--- src/rtl/tile_sel_ctrl_pkg.sv ---
// Shared constants for the tile selector and the RGB mux: select codes, map
// codes, map geometry and the overlay object snapshot taken at frame start.
package tile_sel_ctrl_pkg;

  localparam int TILE_BITS    = 6;
  localparam int MAP_W        = 16;
  localparam int MAP_H        = 12;
  localparam int MAP_AW       = 8;
  localparam int BLINK_FRAMES = 8;
  localparam int SYNC_DLY     = 4;

  localparam logic [3:0] T_PATH  = 4'd0;
  localparam logic [3:0] T_SURR  = 4'd1;
  localparam logic [3:0] T_OBS1  = 4'd2;
  localparam logic [3:0] T_OBS2  = 4'd3;
  localparam logic [3:0] T_BOMB  = 4'd4;
  localparam logic [3:0] T_EXPL  = 4'd5;
  localparam logic [3:0] T_PLR1  = 4'd6;
  localparam logic [3:0] T_PLR2  = 4'd7;
  localparam logic [3:0] T_BLANK = 4'hF;

  typedef enum logic [1:0] {
    MC_PATH = 2'b00,
    MC_SURR = 2'b01,
    MC_OBS1 = 2'b10,
    MC_OBS2 = 2'b11
  } map_code_e;

  typedef struct packed {
    logic [3:0] p1x;
    logic [3:0] p1y;
    logic [3:0] p2x;
    logic [3:0] p2y;
    logic       p1hit;
    logic       p2hit;
    logic       bomb_vld;
    logic [3:0] bx;
    logic [3:0] by;
    logic       expl_vld;
    logic [3:0] ex;
    logic [3:0] ey;
    logic [1:0] rng;
  } obj_t;

  // Widened to 5 bits so the difference never wraps across the map edge.
  function automatic logic [4:0] abs_diff4(input logic [3:0] a, input logic [3:0] b);
    return (a >= b) ? ({1'b0, a} - {1'b0, b}) : ({1'b0, b} - {1'b0, a});
  endfunction

endpackage

--- src/rtl/tile_sel_ctrl_expl_cover.sv ---
// Combinational cross-shape test: is tile (tx,ty) within an explosion arm of
// length rng centred on (ex,ey).
module tile_sel_ctrl_expl_cover
  import tile_sel_ctrl_pkg::*;
(
  input  logic       i_vld,
  input  logic [3:0] i_tx,
  input  logic [3:0] i_ty,
  input  logic [3:0] i_ex,
  input  logic [3:0] i_ey,
  input  logic [1:0] i_rng,
  output logic       o_cover
);

  logic [4:0] dx;
  logic [4:0] dy;
  logic [4:0] rng5;

  assign dx   = abs_diff4(i_tx, i_ex);
  assign dy   = abs_diff4(i_ty, i_ey);
  assign rng5 = {3'b000, i_rng};

  assign o_cover = i_vld &&
                   (((i_ty == i_ey) && (dx <= rng5)) ||
                    ((i_tx == i_ex) && (dy <= rng5)));

endmodule

--- src/rtl/tile_sel_ctrl.sv ---
// Per-pixel tile scheduler: map fetch, overlay arbitration and mux select with
// a two-stage pipeline, plus timing signals delayed to match the mux output.
module tile_sel_ctrl #(
  parameter int TILE_BITS    = tile_sel_ctrl_pkg::TILE_BITS,
  parameter int MAP_W        = tile_sel_ctrl_pkg::MAP_W,
  parameter int MAP_H        = tile_sel_ctrl_pkg::MAP_H,
  parameter int MAP_AW       = tile_sel_ctrl_pkg::MAP_AW,
  parameter int BLINK_FRAMES = tile_sel_ctrl_pkg::BLINK_FRAMES,
  parameter int SYNC_DLY     = tile_sel_ctrl_pkg::SYNC_DLY
) (
  input  logic                   i_pclk,
  input  logic                   i_rst,
  input  logic [10:0]            i_hcount,
  input  logic [10:0]            i_vcount,
  input  logic                   i_hsync,
  input  logic                   i_vsync,
  input  logic                   i_hblnk,
  input  logic                   i_vblnk,
  output logic [MAP_AW-1:0]      o_map_addr,
  input  logic [1:0]             i_map_data,
  input  logic [3:0]             i_plr1_x,
  input  logic [3:0]             i_plr1_y,
  input  logic [3:0]             i_plr2_x,
  input  logic [3:0]             i_plr2_y,
  input  logic                   i_plr1_hit,
  input  logic                   i_plr2_hit,
  input  logic                   i_bomb_vld,
  input  logic [3:0]             i_bomb_x,
  input  logic [3:0]             i_bomb_y,
  input  logic                   i_expl_vld,
  input  logic [3:0]             i_expl_x,
  input  logic [3:0]             i_expl_y,
  input  logic [1:0]             i_expl_rng,
  output logic [3:0]             o_sel,
  output logic [2*TILE_BITS-1:0] o_rom_addr,
  output logic                   o_hsync,
  output logic                   o_vsync,
  output logic                   o_hblnk,
  output logic                   o_vblnk
);

  import tile_sel_ctrl_pkg::*;

  localparam int TCW = 11 - TILE_BITS;
  localparam int FCW = (BLINK_FRAMES > 1) ? $clog2(BLINK_FRAMES) : 1;

  // Stage 1: tile coordinates and map address
  logic [TCW-1:0]       tile_x;
  logic [TCW-1:0]       tile_y;
  logic                 oom_d;
  logic [MAP_AW-1:0]    map_addr_d;

  logic [MAP_AW-1:0]    map_addr_q;
  logic [TILE_BITS-1:0] pix_x_q;
  logic [TILE_BITS-1:0] pix_y_q;
  logic [3:0]           tile_x_q;
  logic [3:0]           tile_y_q;
  logic                 blank_q;
  logic                 oom_q;

  assign tile_x     = i_hcount[10:TILE_BITS];
  assign tile_y     = i_vcount[10:TILE_BITS];
  assign oom_d      = (32'(tile_x) >= MAP_W) || (32'(tile_y) >= MAP_H);
  assign map_addr_d = oom_d ? '0 : MAP_AW'(32'(tile_y) * MAP_W + 32'(tile_x));

  // NOTE: sequential state uses non-blocking assignments so every register
  // samples pre-edge values regardless of block ordering.
  always_ff @(posedge i_pclk or posedge i_rst) begin
    if (i_rst) begin
      map_addr_q <= '0;
      pix_x_q    <= '0;
      pix_y_q    <= '0;
      tile_x_q   <= '0;
      tile_y_q   <= '0;
      blank_q    <= 1'b1;
      oom_q      <= 1'b0;
    end else begin
      map_addr_q <= map_addr_d;
      pix_x_q    <= i_hcount[TILE_BITS-1:0];
      pix_y_q    <= i_vcount[TILE_BITS-1:0];
      tile_x_q   <= 4'(tile_x);
      tile_y_q   <= 4'(tile_y);
      blank_q    <= i_hblnk | i_vblnk;
      oom_q      <= oom_d;
    end
  end

  // Frame-start snapshot of overlays and blink phase
  obj_t           obj_in;
  obj_t           obj_q;
  logic           vsync_q;
  logic           vs_rise;
  logic [FCW-1:0] frame_cnt_q;
  logic           phase_q;

  assign vs_rise = i_vsync & ~vsync_q;
  assign obj_in  = '{p1x: i_plr1_x, p1y: i_plr1_y, p2x: i_plr2_x, p2y: i_plr2_y,
                     p1hit: i_plr1_hit, p2hit: i_plr2_hit,
                     bomb_vld: i_bomb_vld, bx: i_bomb_x, by: i_bomb_y,
                     expl_vld: i_expl_vld, ex: i_expl_x, ey: i_expl_y,
                     rng: i_expl_rng};

  always_ff @(posedge i_pclk or posedge i_rst) begin
    if (i_rst) begin
      vsync_q     <= 1'b0;
      obj_q       <= '0;
      frame_cnt_q <= '0;
      phase_q     <= 1'b0;
    end else begin
      vsync_q <= i_vsync;
      if (vs_rise) begin
        obj_q <= obj_in;
        if (frame_cnt_q == FCW'(BLINK_FRAMES - 1)) begin
          frame_cnt_q <= '0;
          phase_q     <= ~phase_q;
        end else begin
          frame_cnt_q <= frame_cnt_q + 1'b1;
        end
      end
    end
  end

  // Stage 2: arbitration
  map_code_e map_code;
  logic      expl_cov;
  logic      plr1_vis;
  logic      plr2_vis;
  logic      expl_hit;
  logic      bomb_hit;
  logic [3:0] sel_d;
  logic [3:0] sel_q;
  logic [2*TILE_BITS-1:0] rom_addr_q;

  assign map_code = map_code_e'(i_map_data);

  tile_sel_ctrl_expl_cover u_expl_cover (
    .i_vld   (obj_q.expl_vld),
    .i_tx    (tile_x_q),
    .i_ty    (tile_y_q),
    .i_ex    (obj_q.ex),
    .i_ey    (obj_q.ey),
    .i_rng   (obj_q.rng),
    .o_cover (expl_cov)
  );

  assign plr1_vis = (tile_x_q == obj_q.p1x) && (tile_y_q == obj_q.p1y) &&
                    !(obj_q.p1hit && phase_q);
  assign plr2_vis = (tile_x_q == obj_q.p2x) && (tile_y_q == obj_q.p2y) &&
                    !(obj_q.p2hit && phase_q);
  assign expl_hit = expl_cov && ((map_code == MC_PATH) || (map_code == MC_OBS1));
  assign bomb_hit = obj_q.bomb_vld && (tile_x_q == obj_q.bx) &&
                    (tile_y_q == obj_q.by) && (map_code == MC_PATH);

  // NOTE: default first so every path assigns sel_d and no latch is inferred.
  always_comb begin
    sel_d = {2'b00, i_map_data};
    if (blank_q)       sel_d = T_BLANK;
    else if (oom_q)    sel_d = T_SURR;
    else if (plr1_vis) sel_d = T_PLR1;
    else if (plr2_vis) sel_d = T_PLR2;
    else if (expl_hit) sel_d = T_EXPL;
    else if (bomb_hit) sel_d = T_BOMB;
  end

  always_ff @(posedge i_pclk or posedge i_rst) begin
    if (i_rst) begin
      sel_q      <= T_BLANK;
      rom_addr_q <= '0;
    end else begin
      sel_q      <= sel_d;
      rom_addr_q <= {pix_y_q, pix_x_q};
    end
  end

  // Timing delay line lined up with ROM + mux latency downstream
  logic [SYNC_DLY-1:0] hs_q;
  logic [SYNC_DLY-1:0] vs_q;
  logic [SYNC_DLY-1:0] hb_q;
  logic [SYNC_DLY-1:0] vb_q;

  always_ff @(posedge i_pclk or posedge i_rst) begin
    if (i_rst) begin
      hs_q <= '0;
      vs_q <= '0;
      hb_q <= '0;
      vb_q <= '0;
    end else begin
      hs_q <= {hs_q[SYNC_DLY-2:0], i_hsync};
      vs_q <= {vs_q[SYNC_DLY-2:0], i_vsync};
      hb_q <= {hb_q[SYNC_DLY-2:0], i_hblnk};
      vb_q <= {vb_q[SYNC_DLY-2:0], i_vblnk};
    end
  end

  assign o_map_addr = map_addr_q;
  assign o_sel      = sel_q;
  assign o_rom_addr = rom_addr_q;
  assign o_hsync    = hs_q[SYNC_DLY-1];
  assign o_vsync    = vs_q[SYNC_DLY-1];
  assign o_hblnk    = hb_q[SYNC_DLY-1];
  assign o_vblnk    = vb_q[SYNC_DLY-1];

endmodule

--- config.mk ---
export PLATFORM = sky130hd
export DESIGN_NAME = tile_sel_ctrl
export DESIGN_NICKNAME = d
export VERILOG_FILES = /design/src/rtl/tile_sel_ctrl_pkg.sv /design/src/rtl/tile_sel_ctrl_expl_cover.sv /design/src/rtl/tile_sel_ctrl.sv
export SDC_FILE = /design/constraint.sdc
export NUM_CORES = 1
export LEC_CHECK = 0
export BUFFER_PORTS_ARGS = -buffer_cell sky130_fd_sc_hd__buf_2
export CAP_MARGIN = 20
export CORE_ASPECT_RATIO = 0.5
export CORE_UTILIZATION = 40
export CTS_BUF_LIST = sky130_fd_sc_hd__clkbuf_16
export DETAILED_ROUTE_END_ITERATION = 16
export PLACE_DENSITY_LB_ADDON = 0.3
export RECOVER_POWER = 25
export SYNTH_ARGS = -nofsm -noshare
export SYNTH_HDL_FRONTEND = slang
export SYNTH_SLANG_ARGS = --single-unit
--- constraint.sdc ---
create_clock -name i_pclk -period 6.8 [get_ports i_pclk]
set_clock_uncertainty 0.2 [all_clocks]
set_input_delay 1.02 -clock i_pclk [delete_from_list [all_inputs] [get_ports i_pclk]]
set_output_delay 1.02 -clock i_pclk [all_outputs]
set_load 0.02 [all_outputs]
# Yosys cells after proc, flatten, opt, wreduce, memory -nomap -nowiden
# Cells that the tools add are included.
# totals
reg_bits	105
ramBits	0
mem_bits_ro	0
elab_cells	85
memories	0
input_bits	68
out_inout_bits	28
latchBits	0
# op_classes
div_mod_pow	0
mul	0
n_mux	10
magnitude_cmp	6
n_bitwise	4
eq_ne	10
addsub	6
reduce_logical	20
shifts	0
# op_table
operator	count
== test 4 bit	8
subtractor 4 x 4 -> 5 bit	4
2-to-1 mux 3 bit	6
logical AND 1 bit	13
less-or-equal comparator 5 x 2 -> 1 bit	2
2-to-1 mux 5 bit	2
adder 8 x 5 -> 8 bit	1
>= comparator 4 bit	2
2-to-1 mux 8 bit	1
>= comparator 5 x 4 -> 1 bit (second input constant)	1
>= comparator 5 bit (second input constant)	1
2-to-1 mux 4 bit	1
adder 3 x 1 -> 3 bit (second input constant)	1
== test 3 bit (second input constant)	1
logical OR 1 bit	3
== test 2 bit (second input constant)	1
logical NOT 1 bit	2
logical NOT 2 bit	1
inverter 1 bit	2
AND reduction 2 bit	1
bitwise AND 1 bit	1
OR 1 bit	1

# Logic depth before layout (Yosys ltp)
# logic_depth
word_depth	12
depth_mapped	13
ltp_nobuf	12

# Cells and area by module
# A second synthesis with hierarchy kept.
# unflattened
cells_unflattened	321
hier_area_um2	4354.2
# modules_own_cells
module	seq_area_each_um2	area_each_um2	cells_per_inst	instances
tile_sel_ctrl	2608.8	3572.2	216	1
tile_sel_ctrl_expl_cover	0.0	782.0	105	1

# Least setup slack after synthesis
# OpenSTA, ideal clock, no wires.
# synth_path
path_kind	register -> register
startpoint	reg tile_y_q[2]
endpoint	reg sel_q[2] (netlist: o_sel[2])
n_path_buf	1
stages_incl_launch_ff	14
t_required_ns	6.517
path_slack_ns	3.855
arrival_ns	2.662
path_cell_list	dfrtp_1 inv_1 ha_1 clkbuf_1 a21oi_1 a21boi_0 nand2b_1 mux2_2 ha_1 nor2b_1 o21ai_0 nand4b_1 nor2_1 o32a_1
# synth_between
elab_chain_len	12
word_cells_on_any_way	26
cone_classes	2 x add/sub; 2 x order compare; 4 x eq/ne; 7 x mux; 11 x reduce/logical
# synth_rtl
item	line_no	rtl
start: declaration	tile_sel_ctrl.sv:57	logic [3:0] tile_y_q;
start signal: assignment	tile_sel_ctrl.sv:82	tile_y_q <= 4'(tile_y);
subtractor 4 x 4 -> 5 bit / >= comparator 4 bit (equally long branches)	tile_sel_ctrl_pkg.sv:47	return (a >= b) ? ({1'b0, a} - {1'b0, b}) : ({1'b0, b} - {1'b0, a});
2-to-1 mux 5 bit	tile_sel_ctrl_pkg.sv:47	
less-or-equal comparator 5 x 2 -> 1 bit	tile_sel_ctrl_expl_cover.sv:25	((i_tx == i_ex) && (dy <= rng5)));
logical AND 1 bit	tile_sel_ctrl_expl_cover.sv:25	
logical OR 1 bit	tile_sel_ctrl_expl_cover.sv:24	(((i_ty == i_ey) && (dx <= rng5)) ||
logical AND 1 bit	tile_sel_ctrl_expl_cover.sv:23	assign o_cover = i_vld &&
logical AND 1 bit	tile_sel_ctrl.sv:150	assign expl_hit = expl_cov && ((map_code == MC_PATH) || (map_code == MC_OBS1));
2-to-1 mux 3 bit	tile_sel_ctrl.sv:161	else if (expl_hit) sel_d = T_EXPL;
2-to-1 mux 3 bit	tile_sel_ctrl.sv:160	else if (plr2_vis) sel_d = T_PLR2;
2-to-1 mux 3 bit (*)	tile_sel_ctrl.sv:159	else if (plr1_vis) sel_d = T_PLR1;
2-to-1 mux 3 bit (*)	tile_sel_ctrl.sv:158	else if (oom_q) sel_d = T_SURR;
2-to-1 mux 4 bit (*)	tile_sel_ctrl.sv:157	if (blank_q) sel_d = T_BLANK;
via sel_d[2]	tile_sel_ctrl.sv:130	logic [3:0] sel_d;
end signal: assignment	tile_sel_ctrl.sv:170	sel_q <= sel_d;
end: declaration	tile_sel_ctrl.sv:131	logic [3:0] sel_q;
# The timed path passes the listed nets; every way through them passes the cells marked *.
# A chain may end at the register's enable or synchronous reset.

# Final worst setup path
# layout_path
startpoint	reg tile_y_q[2]
endpoint	reg sel_q[0] (netlist: o_sel[0])
# The elaborated chain is that of the path after synthesis.

==> key figures <==
Floorplan
  – Die X: 149.8 um
  – Ports: 96
  – Die area: 0.01137 mm^2
  – Starting density of the core: 0.4196
  – # rows: 26
  – Die H: 75.89 um
  – CORE AREA: 0.01041 mm^2

GRT
  – First-pass GRT wire length: 13.48 mm
  – Vias in the first global route: 2692
  – Overall Global Routing Usage: 0.1625
  – Initial antenna violation count: 0
  – Largest net degree at the start of global routing: 70
  – Grt ovf: 0

Clock tree
  – Num CTS Buffers: 9
  – # resized after CTS: 0
  – Count of hold-fix buffers inserted at cts: 0
  – Clk root buf: clkbuf_16
  – Worst skew pair latency: 0.35 ns
  – Post-CTS setup buffers: 0
  – CTS tree: built
  – H-tree Lvls: 3
  – Clock-pin slew on the worst setup and hold paths: 0.07 ns
  – Max Root-Sink Buffers: 2
  – Clock sink count: 104

Synth
  – Register area share after synthesis: 0.5973
  – Asr flop ratio synth: 1.000
  – Syn Area/Cell: 13.20 um^2
  – Synthesized area: 0.004368 mm^2
  – Post-Syn Instances: 331
  – Post-synth cell types: 43
  – Synth Flop Type: dfrtp_1
  – Syn nets: 427
  – EDFF count, synth: 0
  – Number of synthesized register bits: 104
  – YS warnings: 0

Worst setup path
  – CP cell instances: inv_1 -> ha_1 -> a21oi_1 -> a21boi_0 -> nand2b_1 -> mux2_2 -> ha_1 -> nor2b_1 -> o21ai_0 -> nand3_1 -> o22ai_1 -> o32a_1
  – CP Class: reg -> reg
  – Critical path's top delay family: compound AO/OA/AOI/OAI gates
  – Crit start category: register
  – CP max stage delay: 0.47 ns
  – Most used cell, CP: ha_1
  – Critical Path Fanout Max: 8
  – Worst path slowest cell: dfrtp_1
  – Worst Path Arrival: 3.27 ns
  – CP endpoint kind: register
  – Buf+Inv Stages, Crit Path: 1
  – CP Data Required Time: 6.89 ns

Placed design
  – DP HPWL: 6.269 mm
  – RePlAce Congestion: 0.9225
  – Pre-CTS WS: 3.661 ns
  – IO buf count: 95

Routing
  – WL/cell: 14.57 um
  – M1 wire length: 4.013 mm
  – Met2 wire length: 3.899 mm
  – WL met3: 387 um
  – DRT iter0 DRCs: 113
  – Residual DRC count: 0
  – Antenna Violating Nets Remaining: 0
  – Max Used Layer: met4
  – Vias: 2715
  – Drt pass-1 iters: 4
  – Vias per Instance: 4.714
  – Total Wirelength: 8.393 mm

Finish
  – Area delta synth->final: 21.25%
  – Final core utilization: 0.5088
  – Most frequent cells in the layout: dfrtp_1 (99), buf_2 (89), mux2_2 (34), inv_1 (25)
  – Antenna cell count: 0
  – Fill cells: 920
  – Leading cell type in the layout, fill and taps excluded: dfrtp_1
  – Layout cells sized above 1: 0.3509
  – Nets: 527

Status
  – Failing checks: max-capacitance violations, max-slew violations
  – Status: finished, violations left

Timing
  – Relative slew margins: -0.04311
  – RSZ-0062 raised after global routing: false
  – Sum Neg Setup Slack: 0 ns
  – Final slew viol count: 37
  – Final Hold Viols: 0
  – Post-route minimum period: 3.186 ns
  – Max Fclk: 313.9 MHz
  – Final Setup Violations: 0
  – Final period utilization: 0.4685
  – Hold WS: 0.1498 ns
  – PnR worst setup slack: 3.614 ns
  – Slew @ Worst Pin: 1.556 ns

Run
  – Max-Cap Viols: 1

Pwr
  – Lkg Pwr: 2.530 nW
  – P per Cell Area: 279.0 mW/mm^2
  – VDD IR max: 0.0001365 V
  – Total power: 0.001478 W

Min path
  – Hold crit path type: reg -> reg
## final timing paths
| check | end | slack [ns] | cells after the start | startpoint |
|---|---|---|---|---|
| max in group asynchronous | o_rom_addr[5] | 4.08 | 3 | i_rst |
| setup reg to reg | o_sel[0] | 3.61 | 12 | tile_y_q[2] |
| min in group asynchronous | pix_y_q[4] | 0.82 | 2 | i_rst |
| hold / removal | o_rom_addr[5] | 0.15 | 0 | pix_x_q[5] |
| setup / recovery | o_sel[0] | 3.61 | 12 | tile_y_q[2] |
| hold reg to reg | o_rom_addr[5] | 0.15 | 0 | pix_x_q[5] |
## flip-flops by register name, summed over array words and instances, names as in the netlist
register,count
blank_q,1
phase_q,1
pix_x_q,6
vs_q,4
hs_q,4
tile_x_q,4
vb_q,4
pix_y_q,6
o_sel,4
tile_y_q,4
oom_q,1
frame_cnt_q,3
hb_q,4
obj_q,38
o_map_addr,8
o_rom_addr,12
## cell type report
type | instances | area (um^2) | share of cell area
Multi-Input combinational cell | 193 | 1632 | 0.3081
Sequential cell | 104 | 2609 | 0.4926
Tap cell | 140 | 175.2 | 0.03307
Inverter | 26 | 98.84 | 0.01866
Timing Repair Buffer | 97 | 483.0 | 0.09119
Clock buffer | 9 | 225.2 | 0.04252
Clock inverter | 7 | 73.82 | 0.01394
## report_power, final
group / total, W / switching [W] / internal, W / leakage [nW]
Combinational: 0.000246 / 0.000124 / 0.000122 / 1.16
Clock: 0.000506 / 0.000247 / 0.000259 / 0.145
Sequential: 0.000726 / 0.0000444 / 0.000682 / 1.23
Total: 0.00148 / 0.000415 / 0.00106 / 2.53
## kinds of logic (layout without fill, tap and decap cells)
| group | after synthesis | count (layout) | synth area share |
|---|---|---|---|
| AO/OA/AOI/OAI | 37 | 37 | 0.05300 |
| flip-flops | 104 | 104 | 0.5973 |
| multiplexers | 34 | 34 | 0.08765 |
| XOR/XNOR | 28 | 28 | 0.05614 |
| buffers and inverters | 34 | 139 | 0.03093 |
| adder cells (fa/ha/maj) | 28 | 28 | 0.08708 |
| AND/OR/NAND/NOR | 66 | 66 | 0.08794 |
## routing by layer
layer  vias to the layer above  track usage
li1                       1317            -
met1                      1329       0.2183
met2                        61       0.2567
met3                         8      0.04790
met4                         0      0.05275
met5                         -            0
## per-stage QoR
stage               instance area (um^2)  cells
finish                              5296    576
global route                        5296    576
CTS                                 5305    576
detailed placement                  5006    560
global placement                    5006    560
floorplan                           4368    331
## synth_stat cells (2+ instances only)
cell type | count | area, um^2
o21ai_1 | 2 | 10.01
and2_1 | 7 | 43.79
dfrtp_1 | 99 | 2477
nor3_1 | 3 | 15.01
ha_1 | 24 | 300.3
nor2b_1 | 3 | 18.77
nor2_1 | 9 | 33.78
nand2_1 | 20 | 75.07
a31oi_1 | 2 | 12.51
o21ai_0 | 13 | 65.06
clkbuf_1 | 4 | 15.01
fa_1 | 4 | 80.08
a21oi_1 | 7 | 35.03
nand3b_1 | 3 | 22.52
nand3_1 | 4 | 20.02
a21oi_2 | 2 | 17.52
dfstp_2 | 5 | 131.4
nor4_1 | 4 | 25.02
inv_1 | 26 | 97.59
xor2_1 | 24 | 210.2
o32a_1 | 2 | 20.02
a21o_1 | 2 | 15.01
and4_1 | 3 | 26.28
buf_1 | 3 | 11.26
mux2_2 | 34 | 382.9
and4b_1 | 2 | 20.02
xnor2_1 | 4 | 35.03
No activity file was read; power rests on OpenSTA's default activity.
